==> src/rtl/binary_to_bcd_hs_if.sv <==
// Handshake bundle for binary_to_bcd_hs: the input word channel and the BCD result channel.
// blank_o is present only when BIN2BCD_LZB_EN is defined.
interface binary_to_bcd_hs_if #(
    parameter int unsigned BITS_IN_PP        = 16,
    parameter int unsigned BCD_DIGITS_OUT_PP = 5
);
    logic                           in_valid_i;
    logic                           in_ready_o;
    logic [BITS_IN_PP-1:0]          dat_binary_i;
    logic                           out_valid_o;
    logic                           out_ready_i;
    logic [4*BCD_DIGITS_OUT_PP-1:0] dat_bcd_o;
    logic                           sign_o;
    logic                           ovf_o;
`ifdef BIN2BCD_LZB_EN
    logic [BCD_DIGITS_OUT_PP-1:0]   blank_o;
`endif

    modport master (
        output in_valid_i, dat_binary_i, out_ready_i,
`ifdef BIN2BCD_LZB_EN
        input  blank_o,
`endif
        input  in_ready_o, out_valid_o, dat_bcd_o, sign_o, ovf_o
    );

    modport slave (
        input  in_valid_i, dat_binary_i, out_ready_i,
`ifdef BIN2BCD_LZB_EN
        output blank_o,
`endif
        output in_ready_o, out_valid_o, dat_bcd_o, sign_o, ovf_o
    );
endinterface

==> src/rtl/binary_to_bcd_hs.sv <==
// Serial double-dabble binary-to-BCD converter with valid/ready handshakes on both sides.
// Optional leading-zero blanking mask (blank_o) is enabled by defining BIN2BCD_LZB_EN.
module binary_to_bcd_hs #(
    parameter int unsigned BITS_IN_PP         = 16,
    parameter int unsigned BCD_DIGITS_OUT_PP  = 5,
    parameter int unsigned SIGNED_PP          = 0,
    parameter int unsigned BIT_COUNT_WIDTH_PP = 7
) (
    input  logic              clk_i,
    input  logic              rst_n_i,
    input  logic              ce_i,
    binary_to_bcd_hs_if.slave bus
);
    localparam int unsigned BCD_W = 4 * BCD_DIGITS_OUT_PP;
    localparam logic [BIT_COUNT_WIDTH_PP-1:0] LAST_STEP = BIT_COUNT_WIDTH_PP'(BITS_IN_PP - 1);

    typedef enum logic [1:0] {IDLE, SHIFT, DONE} state_t;

    state_t                        state;
    logic [BITS_IN_PP-1:0]         mag;
    logic [BCD_W-1:0]              bcd;
    logic                          ovf;
    logic                          sign;
    logic [BIT_COUNT_WIDTH_PP-1:0] cnt;

    logic                          in_neg_c;
    logic [BITS_IN_PP-1:0]         in_mag_c;
    logic [BCD_W-1:0]              bcd_adj_c;
    logic [BCD_W-1:0]              step_bcd_c;
    logic                          step_carry_c;
    logic                          step_ovf_c;
    logic [BCD_W-1:0]              result_bcd_c;

    // Magnitude of the offered word; the most negative value maps to 2^(N-1) without wrapping.
    always_comb begin
        in_neg_c = (SIGNED_PP != 0) && bus.dat_binary_i[BITS_IN_PP-1];
        in_mag_c = bus.dat_binary_i;
        if (in_neg_c) begin
            in_mag_c = ~bus.dat_binary_i + BITS_IN_PP'(1);
        end
    end

    // One double-dabble step; a carry out of the top digit marks the result as out of range.
    always_comb begin
        bcd_adj_c = bcd;
        for (int k = 0; k < int'(BCD_DIGITS_OUT_PP); k++) begin
            if (bcd[4*k +: 4] >= 4'd5) begin
                bcd_adj_c[4*k +: 4] = bcd[4*k +: 4] + 4'd3;
            end
        end
        {step_carry_c, step_bcd_c} = {bcd_adj_c, mag[BITS_IN_PP-1]};
        step_ovf_c   = ovf | step_carry_c;
        result_bcd_c = step_ovf_c ? {BCD_DIGITS_OUT_PP{4'h9}} : step_bcd_c;
    end

`ifdef BIN2BCD_LZB_EN
    logic [BCD_DIGITS_OUT_PP-1:0] result_blank_c;
    logic                         upper_zero_c;

    // A digit blanks when it and every digit above it are zero; the units digit always shows.
    always_comb begin
        result_blank_c = '0;
        upper_zero_c   = 1'b1;
        for (int k = int'(BCD_DIGITS_OUT_PP) - 1; k >= 0; k--) begin
            upper_zero_c      = upper_zero_c & (result_bcd_c[4*k +: 4] == 4'd0);
            result_blank_c[k] = upper_zero_c;
        end
        result_blank_c[0] = 1'b0;
    end
`endif

    always_ff @(posedge clk_i or negedge rst_n_i) begin
        if (!rst_n_i) begin
            state           <= IDLE;
            mag             <= '0;
            bcd             <= '0;
            ovf             <= 1'b0;
            sign            <= 1'b0;
            cnt             <= '0;
            bus.in_ready_o  <= 1'b1;
            bus.out_valid_o <= 1'b0;
            bus.dat_bcd_o   <= '0;
            bus.sign_o      <= 1'b0;
            bus.ovf_o       <= 1'b0;
`ifdef BIN2BCD_LZB_EN
            bus.blank_o     <= '1;
`endif
        end else begin
            case (state)
                IDLE: begin
                    if (bus.in_valid_i) begin
                        mag            <= in_mag_c;
                        sign           <= in_neg_c;
                        bcd            <= '0;
                        ovf            <= 1'b0;
                        cnt            <= '0;
                        bus.in_ready_o <= 1'b0;
                        state          <= SHIFT;
                    end
                end
                SHIFT: begin
                    if (ce_i) begin
                        mag <= mag << 1;
                        bcd <= step_bcd_c;
                        ovf <= step_ovf_c;
                        cnt <= cnt + BIT_COUNT_WIDTH_PP'(1);
                        // Result registers only change when a conversion completes.
                        if (cnt == LAST_STEP) begin
                            bus.out_valid_o <= 1'b1;
                            bus.dat_bcd_o   <= result_bcd_c;
                            bus.sign_o      <= sign;
                            bus.ovf_o       <= step_ovf_c;
`ifdef BIN2BCD_LZB_EN
                            bus.blank_o     <= result_blank_c;
`endif
                            state           <= DONE;
                        end
                    end
                end
                DONE: begin
                    if (bus.out_ready_i) begin
                        bus.out_valid_o <= 1'b0;
                        bus.in_ready_o  <= 1'b1;
                        state           <= IDLE;
                    end
                end
                default: begin
                    state <= IDLE;
                end
            endcase
        end
    end
endmodule

==> src/flat_wrapper.sv <==
// flat-port wrapper written by rule: the top's interface ports become plain ports
module binary_to_bcd_hs_flat 
#(
    parameter int unsigned BITS_IN_PP         = 16,
    parameter int unsigned BCD_DIGITS_OUT_PP  = 5,
    parameter int unsigned SIGNED_PP          = 0,
    parameter int unsigned BIT_COUNT_WIDTH_PP = 7
)
  (clk_i, rst_n_i, ce_i, bus_in_valid_i, bus_dat_binary_i, bus_out_ready_i, bus_in_ready_o, bus_out_valid_o, bus_dat_bcd_o, bus_sign_o, bus_ovf_o);
  binary_to_bcd_hs_if #(.BITS_IN_PP(BITS_IN_PP), .BCD_DIGITS_OUT_PP(BCD_DIGITS_OUT_PP)) bus_i ();
  input  logic clk_i;
  input  logic rst_n_i;
  input  logic ce_i;
  input wire logic [$bits(bus_i.in_valid_i)-1:0] bus_in_valid_i;
  input wire logic [$bits(bus_i.dat_binary_i)-1:0] bus_dat_binary_i;
  input wire logic [$bits(bus_i.out_ready_i)-1:0] bus_out_ready_i;
  output wire logic [$bits(bus_i.in_ready_o)-1:0] bus_in_ready_o;
  output wire logic [$bits(bus_i.out_valid_o)-1:0] bus_out_valid_o;
  output wire logic [$bits(bus_i.dat_bcd_o)-1:0] bus_dat_bcd_o;
  output wire logic [$bits(bus_i.sign_o)-1:0] bus_sign_o;
  output wire logic [$bits(bus_i.ovf_o)-1:0] bus_ovf_o;
  assign bus_i.in_valid_i = bus_in_valid_i;
  assign bus_i.dat_binary_i = bus_dat_binary_i;
  assign bus_i.out_ready_i = bus_out_ready_i;
  assign bus_in_ready_o = bus_i.in_ready_o;
  assign bus_out_valid_o = bus_i.out_valid_o;
  assign bus_dat_bcd_o = bus_i.dat_bcd_o;
  assign bus_sign_o = bus_i.sign_o;
  assign bus_ovf_o = bus_i.ovf_o;
  binary_to_bcd_hs #(.BITS_IN_PP(BITS_IN_PP), .BCD_DIGITS_OUT_PP(BCD_DIGITS_OUT_PP), .SIGNED_PP(SIGNED_PP), .BIT_COUNT_WIDTH_PP(BIT_COUNT_WIDTH_PP)) u_core (.clk_i(clk_i), .rst_n_i(rst_n_i), .ce_i(ce_i), .bus(bus_i));
endmodule
==> config.mk <==
export PLATFORM = sky130hd
export DESIGN_NAME = binary_to_bcd_hs_flat
export DESIGN_NICKNAME = d
export VERILOG_FILES = /design/src/rtl/binary_to_bcd_hs_if.sv /design/src/rtl/binary_to_bcd_hs.sv /design/src/flat_wrapper.sv
export SDC_FILE = /design/constraint.sdc
export NUM_CORES = 1
export LEC_CHECK = 0
export ABC_AREA = 0
export ABC_CLOCK_PERIOD_IN_PS = 2850
export CORE_ASPECT_RATIO = 1.2
export CORE_MARGIN = 8
export CORE_UTILIZATION = 30
export CTS_CLUSTER_DIAMETER = 60
export CTS_CLUSTER_SIZE = 12
export DETAILED_ROUTE_END_ITERATION = 12
export SETUP_SLACK_MARGIN = 0.3
export SLEW_MARGIN = 5
export SYNTH_ARGS = -nofsm -noshare
export SYNTH_HDL_FRONTEND = slang
export SYNTH_SLANG_ARGS = --single-unit
==> constraint.sdc <==
create_clock -name clk_i -period 2.85 [get_ports clk_i]
set_clock_uncertainty 0.1 [all_clocks]
set_input_delay 0.57 -clock clk_i [delete_from_list [all_inputs] [get_ports clk_i]]
set_output_delay 0.57 -clock clk_i [all_outputs]
set_load 0.005 [all_outputs]
# --- Word level (Yosys, flattened, before mapping) ---
# Cells that the tools add are included.
classes:
  order_cmp: 5
  bitwise: 1
  n_reduce_logical: 9
  muxes: 29
  n_eq_ne: 7
  addsub: 6
op_table:
  columns: ["op", "n"]
  rows:
  - ["$mux W20", 3]
  - ["$pmux W20 S2", 1]
  - ["$mux W16", 2]
  - ["$pmux W16 S2", 1]
  - ["$add A4 B2 Y4 const B", 5]
  - ["$ge A4 B3 Y1 const B", 5]
  - ["$mux W4", 5]
  - ["$mux W7", 2]
  - ["$pmux W7 S2", 1]
  - ["$reduce_and A3 Y1", 3]
  - ["$mux W2", 4]
  - ["$reduce_and A4 Y1", 2]
  - ["$add A7 B1 Y7 const B", 1]
  - ["$eq A7 B4 Y1 const B", 1]
  - ["$mux W1", 6]
  - ["$ne A2 B2 Y1 const B", 3]
  - ["$pmux W1 S2", 3]
  - ["$pmux W2 S3", 1]
  - ["$reduce_bool A2 Y1", 3]
  - ["$eq A2 B1 Y1 const B", 1]
  - ["$eq A2 B2 Y1 const B", 1]
  - ["$logic_not A2 Y1", 1]
  - ["$ne A2 B1 Y1 const B", 1]
  - ["$or A1 B1 Y1", 1]
totals:
  out_inout_bits: 24
  inputBits: 21
  regBits: 69
  elab_cells: 66

# --- Depth between registers and ports, before layout ---
# Gate-level depths: netlist (run 1).
logic_depth:
  word_depth: 5
  ltp_mapped: 7
  mapped_depth_nobuf: 6

# --- Least setup slack after synthesis (run 1) ---
# No wires, ideal clock.
synth_path:
  path_type: "register to register"
  start: "register u_core.bcd[16]"
  end: "register u_core.bus.dat_bcd_o[16]"
  period_less_slack_ns: 1.740
  required_ns: 2.623
  stages_incl_launch_ff: 8
  arrival_time_ns: 1.513
  n_path_buf: 1
  slack_ns: 1.110
  setup_ns: 0.127
  cell_sequence: "dfrtp_1 -> inv_1 -> ha_1 -> nand2b_1 -> nor3b_2 -> nor4_4 -> buf_6 -> a21oi_1"
synth_via:
  elab_chain_cells: 4
  elab_cells_between_ends: 5
  classes_between: "add/sub: 1; order compare: 1; mux: 2; bitwise: 1"
synth_rtl:
  columns: ["item", "line", "text"]
  rows:
  - ["from (decl)", "binary_to_bcd_hs.sv:21", "logic [BCD_W-1:0] bcd;"]
  - ["from (signal assigned)", "binary_to_bcd_hs.sv:104", "bcd <= step_bcd_c;"]
  - ["$add A4 B2 Y4 or $ge A4 B3 Y1 (tied branches)", "binary_to_bcd_hs.sv:48, binary_to_bcd_hs.sv:47", null]
  - ["$mux W4 (*)", "binary_to_bcd_hs.sv:47", "if (bcd[4*k +: 4] >= 4'd5) begin"]
  - ["$or A1 B1 Y1 (*)", "binary_to_bcd_hs.sv:52", "step_ovf_c = ovf | step_carry_c;"]
  - ["$mux W20 (*)", "binary_to_bcd_hs.sv:53", "result_bcd_c = step_ovf_c ? {BCD_DIGITS_OUT_PP{4'h9}} : step_bcd_c;"]
  - ["to (signal assigned)", "binary_to_bcd_hs.sv:110", "bus.dat_bcd_o <= result_bcd_c;"]
  - ["to (decl)", "binary_to_bcd_hs_if.sv:32", "output in_ready_o, out_valid_o, dat_bcd_o, sign_o, ovf_o"]
# Mark *: on every way between the ends. The rest lies on a longest branch, timed or not.
# A chain may end at the register's enable or synchronous reset.

# --- Final worst setup path (run 1) ---
layout_path:
  start: "input port ce_i"
  end: "register u_core.bus.dat_bcd_o[4]"
layout_via:
  elab_chain_cells: 1
layout_rtl:
  columns: ["item", "line", "text"]
  rows:
  - ["from (decl)", "flat_wrapper.sv:13", "input logic ce_i;"]
  - ["$reduce_and A3 Y1 (no line)", null, null]
# No other way between the ends.

==> metrics.txt, run 1 <==
status=complete, no violations; worst-path cell chain=clkdlybuf4s50_1 > and3b_1 > buf_4 > and3_1 > nor2_1 > a21oi_1; DIE HEIGHT=131.8 um; number of global-route vias before repair=about 2500; syn_nets=344; internal power=just under 0.003 W; crit path to=u_core.bus.dat_bcd_o[4]$_DFFE_PN0P_; WL final=around 7600 um; top-area cell type share of the netlist area=0.5073; fin crit period=2088 ps; Post-DRT Antenna Nets=0; dpl cell area=3900 um2; Pre-antenna DRT Iters=4; top-count cell post-synth=dfrtp_1; Fin Hold WS=about 340 ps; drt wl/cell=approximately 15 um; RSZ-0062 raised after global routing=no; Placed Instances=477; kind of cell adding the most delay to the critical path=simple AND/OR/NAND/NOR gates; Post-synth EDFFs=0; CP Launch Type=input port; Top Ports=45; initial core utilization=0.3054; reg2reg setup slack=840 ps; synth top area cells=dfrtp_1, ha_1, a22o_1; Via Count=approximately 2500; P_leak=between 1.5 and 2 nW; PostCTS Resize Cnt=0; Hold-fix buffers, CTS=0; die width=112.5 um; Comb power frac=0.378; period utilization=0.7325; initial antenna violation count=0; Reg clk slew, reported paths=60 ps; H-tree lvl count=3; number of antenna diodes=0; Post-CTS Setup Inserts=0; Sequential Power Share=0.376; Worst R2R End=u_core.bus.dat_bcd_o[4]$_DFFE_PN0P_; post-route DRC violation count=0; Crit. path cell count=6; synthesized area=3354 um2; Peak Freq=between 0.4 and 0.5 GHz; final instance area=4200 um2; total core area=10980 um2; gr usage total=0.1058; final setup violation count=0; via/cell ratio=5.032; Seq/Total Area, Yosys=0.5151; Max Root-Sink Buffers=2; Mapped Cells=approximately 310; Sink Count=69; I/O Buffers=43; Worst Tran Pin Value=911.6 ps; Max stage delay cell, worst path=clkdlybuf4s50_1; Setup CP Type=in -> reg; CTS tree=yes; fin nets=388; buffer and inverter count on the worst path=2; reg2reg path depth=7; P per Cell Area=1078 nW/um2; Peak VDD IR=0.3860 mV; Worst Path Required=~3000 ps; setup TNS=0 ps; Clk network pwr share=0.245; Fin. Hold Viols=0; worst-path fanout max=12; FF-to-FF Start=u_core.bcd[16]$_DFFE_PN0P_; top cells by count, synth=dfrtp_1, nand2_1, o21ai_0; worst path arrival time=2240 ps; max-cap check violation count=0; Slew HR=0.3916; RePlAce Congestion=approximately 0.74; DRT iter0 DRCs=96; global-route wire length before repair=between 10000 and 15000 um; library cells used by synthesis=43; layout cell share with drive strength beyond 1=0.1025; largest net degree at the start of global routing=70; register bit total from synthesis=between 60 and 70; # rows=42; Clock Latency Late Sink=330 ps; Syn. warnings=0; area leader, netlist=dfrtp_1; max-slew violation count=0; average size of a mapped cell=10.75 um2; ys async rst share=1.000; area grow syn2layout=25.21%; P_sw=0.001642 W; Post-DP HPWL=roughly 5200 um; CP Capture Type=flop; grt ovf=0; die area=14840 um2; post-route core utilization=0.3824; clock root buffer=clkbuf_16; Hold Path Class=in -> async; commonest register cell after synthesis=dfrtp_1; Final Non-Filler Cells=493; Worst Setup SP=ce_i; Switching Fraction=0.3627; Worst path max stage delay=500 ps; CTS buffer count=9
## worst min path at each step
stage	startpoint	end	slack, ps	cells after the start
after global routing	u_core.mag[2]$_DFFE_PN0P_	u_core.mag[2]$_DFFE_PN0P_	400	2
after floorplan	rst_n_i	u_core.bcd[0]$_DFFE_PN0P_	170	0
final	rst_n_i	u_core.bus.dat_bcd_o[6]$_DFFE_PN0P_	340	2
after detailed placement	u_core.mag[11]$_DFFE_PN0P_	u_core.mag[11]$_DFFE_PN0P_	370	2
after CTS	u_core.mag[11]$_DFFE_PN0P_	u_core.mag[11]$_DFFE_PN0P_	380	2
after global placement	u_core.mag[12]$_DFFE_PN0P_	u_core.mag[12]$_DFFE_PN0P_	360	2
## layout make-up
cell class	count	area (um2)
Fill cell	1069	6783
Multi-Input combinational cell	211	1465
Inverter	13	48.80
Clock inverter	7	75.07
Timing Repair Buffer	52	493.0
Sequential cell	69	1728
Tap cell	132	165.2
Clock buffer	9	225.2
## registers in the layout (all words and copies together) (netlist names)
| signal | cells |
|---|---|
| u_core.bcd | 20 |
| u_core.bus.dat_bcd_o | 20 |
| u_core.mag | 16 |
| u_core.cnt | 7 |
| u_core.state | 2 |
| u_core.bus.in_ready_o | 1 |
| u_core.bus.out_valid_o | 1 |
| u_core.bus.ovf_o | 1 |
| u_core.ovf | 1 |
## cell usage in the layout (no fill, tap or decap), types with 8 or more instances in the layout
| cell type | instances |
|---|---|
| a21o_1 | 11 |
| nor2_1 | 19 |
| o21ai_0 | 23 |
| clkdlybuf4s50_1 | 42 |
| nor3b_1 | 8 |
| buf_4 | 9 |
| dfrtp_1 | 68 |
| a21oi_1 | 20 |
| a22o_1 | 15 |
| ha_1 | 11 |
| a211oi_1 | 10 |
| inv_1 | 13 |
| mux2i_1 | 12 |
| clkbuf_16 | 9 |
| nand2_1 | 23 |
## kinds of logic (layout without fill, tap and decap cells)
logic type | after synthesis | after routing | share of synthesized area
AO/OA/AOI/OAI | 102 | 102 | 0.2044
AND/OR/NAND/NOR | 75 | 75 | 0.1283
XOR/XNOR | 10 | 10 | 0.02611
flip-flops | 69 | 69 | 0.5151
adder cells (fa/ha/maj) | 11 | 11 | 0.04103
buffers and inverters | 32 | 81 | 0.04812
other | 1 | 1 | 0.001118
multiplexers | 12 | 12 | 0.03581
## through the flow
stage | setup WS (ps) | power [W]
floorplan | 1110 | 0.002855
global placement | 489.0 | 0.003377
detailed placement | 407.7 | 0.003448
CTS | 748.5 | 0.004578
global route | 600.1 | 0.004860
finish | 762.4 | 0.004528
## power by group through the flow
stage          Combinational (W)  Clock (W)  Sequential, W
5_1_grt                  0.00193    0.00117        0.00176
6_report                 0.00171    0.00111        0.00170
4_1_cts                  0.00174    0.00114        0.00170
2_1_floorplan            0.00125          0        0.00160
3_5_place_dp             0.00173          0        0.00171
3_3_place_gp             0.00168          0        0.00170
## routing by layer
layer | global-route usage | routed length, um
met1 | 0.1303 | 3362
met2 | 0.1740 | 3762
met3 | 0.02200 | 318
met4 | 0.04733 | 106
met5 | 0 | 0
No activity file was read; power rests on OpenSTA's default activity.
==> run 2: changes to the inputs <==
--- a/config.mk
+++ b/config.mk
@@ -6,7 +6,7 @@
 export NUM_CORES = 1
 export LEC_CHECK = 0
 export ABC_AREA = 0
-export ABC_CLOCK_PERIOD_IN_PS = 2850
+export ABC_CLOCK_PERIOD_IN_PS = 2000
 export CORE_ASPECT_RATIO = 1.2
 export CORE_MARGIN = 8
 export CORE_UTILIZATION = 30
==> constraint.sdc (replaced) <==
create_clock -name clk_i -period 2 [get_ports clk_i]
set_clock_uncertainty 0.1 [all_clocks]
set_input_delay 0.4 -clock clk_i [delete_from_list [all_inputs] [get_ports clk_i]]
set_output_delay 0.4 -clock clk_i [all_outputs]
set_load 0.005 [all_outputs]
==> metrics.txt, run 2 (same netlist as run 1, synthesis figures left out) <==
status=complete, no violations; initial antenna violation count=0 (unchanged); CP Capture Type=flop; commonest non-fill, non-tap cell in the layout=dfrtp_1; CTS buffer count=9 (unchanged); Fin. Hold Viols=0 (unchanged); Slew HR=0.5970 (+0.2054); reg2reg setup slack=250 ps (-590 ps); drt wl/cell=15.55 um (+1.6%); Peak VDD IR=0.5716 mV (+48%); hold path endpoint=u_core.mag[3]$_DFFE_PN0P_; Worst path max stage delay=440 ps (-60 ps); CP Launch Type=flop; number of antenna diodes=0 (unchanged); # rows=42 (unchanged); final setup violation count=0 (unchanged); die width=112.5 um (unchanged); commonest cells after routing, fill and taps aside=dfrtp_1, buf_4, nand2_1, o21ai_0, clkdlybuf4s50_1; P_leak=2.314 nW (+20%); max-slew violation count=0 (unchanged); Hold Path Class=reg -> reg; I/O Buffers=43 (unchanged); Worst R2R End=u_core.bus.dat_bcd_o[13]$_DFFE_PN0P_; reg2reg path depth=8 (+1); max-cap check violation count=0 (unchanged); P per Cell Area=1511 nW/um2 (+40%); period utilization=0.8728; via/cell ratio=4.949 (-1.7%); Pre-antenna DRT Iters=4 (unchanged); RePlAce Congestion=0.7263 (-1.4%); Sink Count=69 (unchanged); number of global-route vias before repair=2734 (+8.9%); buffer and inverter count on the worst path=3 (+1); post-route DRC violation count=0 (unchanged); DRT iter0 DRCs=70 (-27%); worst-path cell chain=inv_2 > ha_4 > nand2b_4 > nor3b_2 > buf_4 > nor4b_4 > buf_6 > a32o_1; largest net degree at the start of global routing=34 (-51%); global-route wire length before repair=13430 um (+5.5%); FF-to-FF Start=u_core.bcd[16]$_DFFE_PN0P_; Clock Latency Late Sink=320 ps (about the same); Post-DRT Antenna Nets=0 (unchanged); kind of cell adding the most delay to the critical path=flip-flops; Worst Tran Pin Value=604.5 ps (-307.1 ps); worst path arrival time=1910 ps (-330 ps); initial core utilization=0.3054 (unchanged); Max Root-Sink Buffers=2 (unchanged); Top Ports=45 (unchanged); setup ws final=254.5 ps (-507.9 ps); area grow syn2layout=40.73%; RSZ-0062 raised after global routing=yes; Setup CP Type=reg -> reg; Via Count=2598 (+4.7%); fin nets=420 (+8.2%); setup TNS=0 ps (unchanged); pre-CTS WS=-68.54 ps (-476.2 ps); Max stage delay cell, worst path=dfrtp_2; Hold Path Cell Cnt=2; CTS tree=yes; Largest regs=u_core.bcd: 20 flops, u_core.bus.dat_bcd_o: 20 flops, u_core.mag: 16 flops; total power=0.007135 W (+58%); grt ovf=0 (unchanged); layout cell share with drive strength beyond 1=0.2621 (+0.1596); Hold Path Origin=u_core.mag[3]$_DFFE_PN0P_; WL final=8166 um (+8.2%); Worst Path Required=2160 ps (-840 ps); Reg clk slew, reported paths=50 ps (about the same); Post-DP HPWL=5738 um (+9.4%); DIE HEIGHT=131.8 um (unchanged); worst-path fanout max=7 (-5); total core area=10980 um2 (unchanged); fin crit period=between 1500 and 2000 ps; clock root buffer=clkbuf_16; gr usage total=0.1125 (+0.006640); die area=14840 um2 (unchanged); H-tree lvl count=3 (unchanged); Peak Freq=0.5729 GHz
## run 2: what timing repair did
| item | CTS | global route |
|---|---|---|
| setup buffers | 2 | 13 |
| endpoints found under the hold margin | 2 | 0 |
| hold buffers | 1 | 0 |
| setup endpoints to repair | 42 | 45 |
| pin swaps | 9 | 12 |
| gates resized for setup | 34 | 39 |
## run 2: worst register-to-register path, cell delays in order, from the launching register on
cell	delay (ps)
dfrtp_2	440
inv_2	100
ha_4	150
nand2b_4	50
nor3b_2	150
buf_4	160
nor4b_4	230
buf_6	170
a32o_1	150
## run 2: how the worst max path moves through the flow
stage	endpoint	cells after the start	slack [ps]	startpoint
4_1_cts	u_core.bus.dat_bcd_o[5]$_DFFE_PN0P_	7	250	u_core.bcd[16]$_DFFE_PN0P_
2_1_floorplan	u_core.bus.dat_bcd_o[16]$_DFFE_PN0P_	7	310	u_core.state[1]$_DFFE_PN0P_
5_1_grt	u_core.bus.dat_bcd_o[5]$_DFFE_PN0P_	8	200	u_core.bcd[16]$_DFFE_PN0P_
3_3_place_gp	u_core.cnt[6]$_DFFE_PN0P_	7	-50	ce_i
6_report	u_core.bus.dat_bcd_o[13]$_DFFE_PN0P_	8	250	u_core.bcd[16]$_DFFE_PN0P_
3_5_place_dp	u_core.bus.dat_bcd_o[0]$_DFFE_PN0P_	7	-70	ce_i
## run 2: layer usage
metal  routed length (um)  share of wire  up-vias  GRT usage
li1                     -              -     1265          -
met1                 3591           0.44     1276     0.1350
met2                 4170           0.51       45     0.1861
met3                  287          0.035       12    0.03391
met4                  116          0.014        0    0.03982
met5                    0              0        -          0
## run 2: final cells by class
cell class | instances | area (um2)
clock inverter | 1 | 30.03
tap | 132 | 165.2
multi-input combinational | 211 | 1663
inverter | 13 | 48.80
sequential | 69 | 1732
timing repair buffer | 84 | 824.5
clock buffer | 15 | 257.7
fill | 1054 | 6262
## run 2: where the power goes
part | internal [W] | switching [W] | leakage, nW | total [W]
combinational | 0.00164 | 0.00151 | 1.27 | 0.00315
sequential | 0.00194 | 0.000496 | 0.901 | 0.00244
clock | 0.00100 | 0.000548 | 0.138 | 0.00155
## run 2: stage by stage
step	hold WS, ps	cells	instance area (um2)	utilization
after CTS	381.3	512	4471	0.4070
final	379.5	525	4721	0.4298
after global placement	342.0	493	4103	0.3735
after detailed placement	340.1	493	4103	0.3735
after global routing	404.9	525	4721	0.4298
after floorplan	4.409	312	3362	-
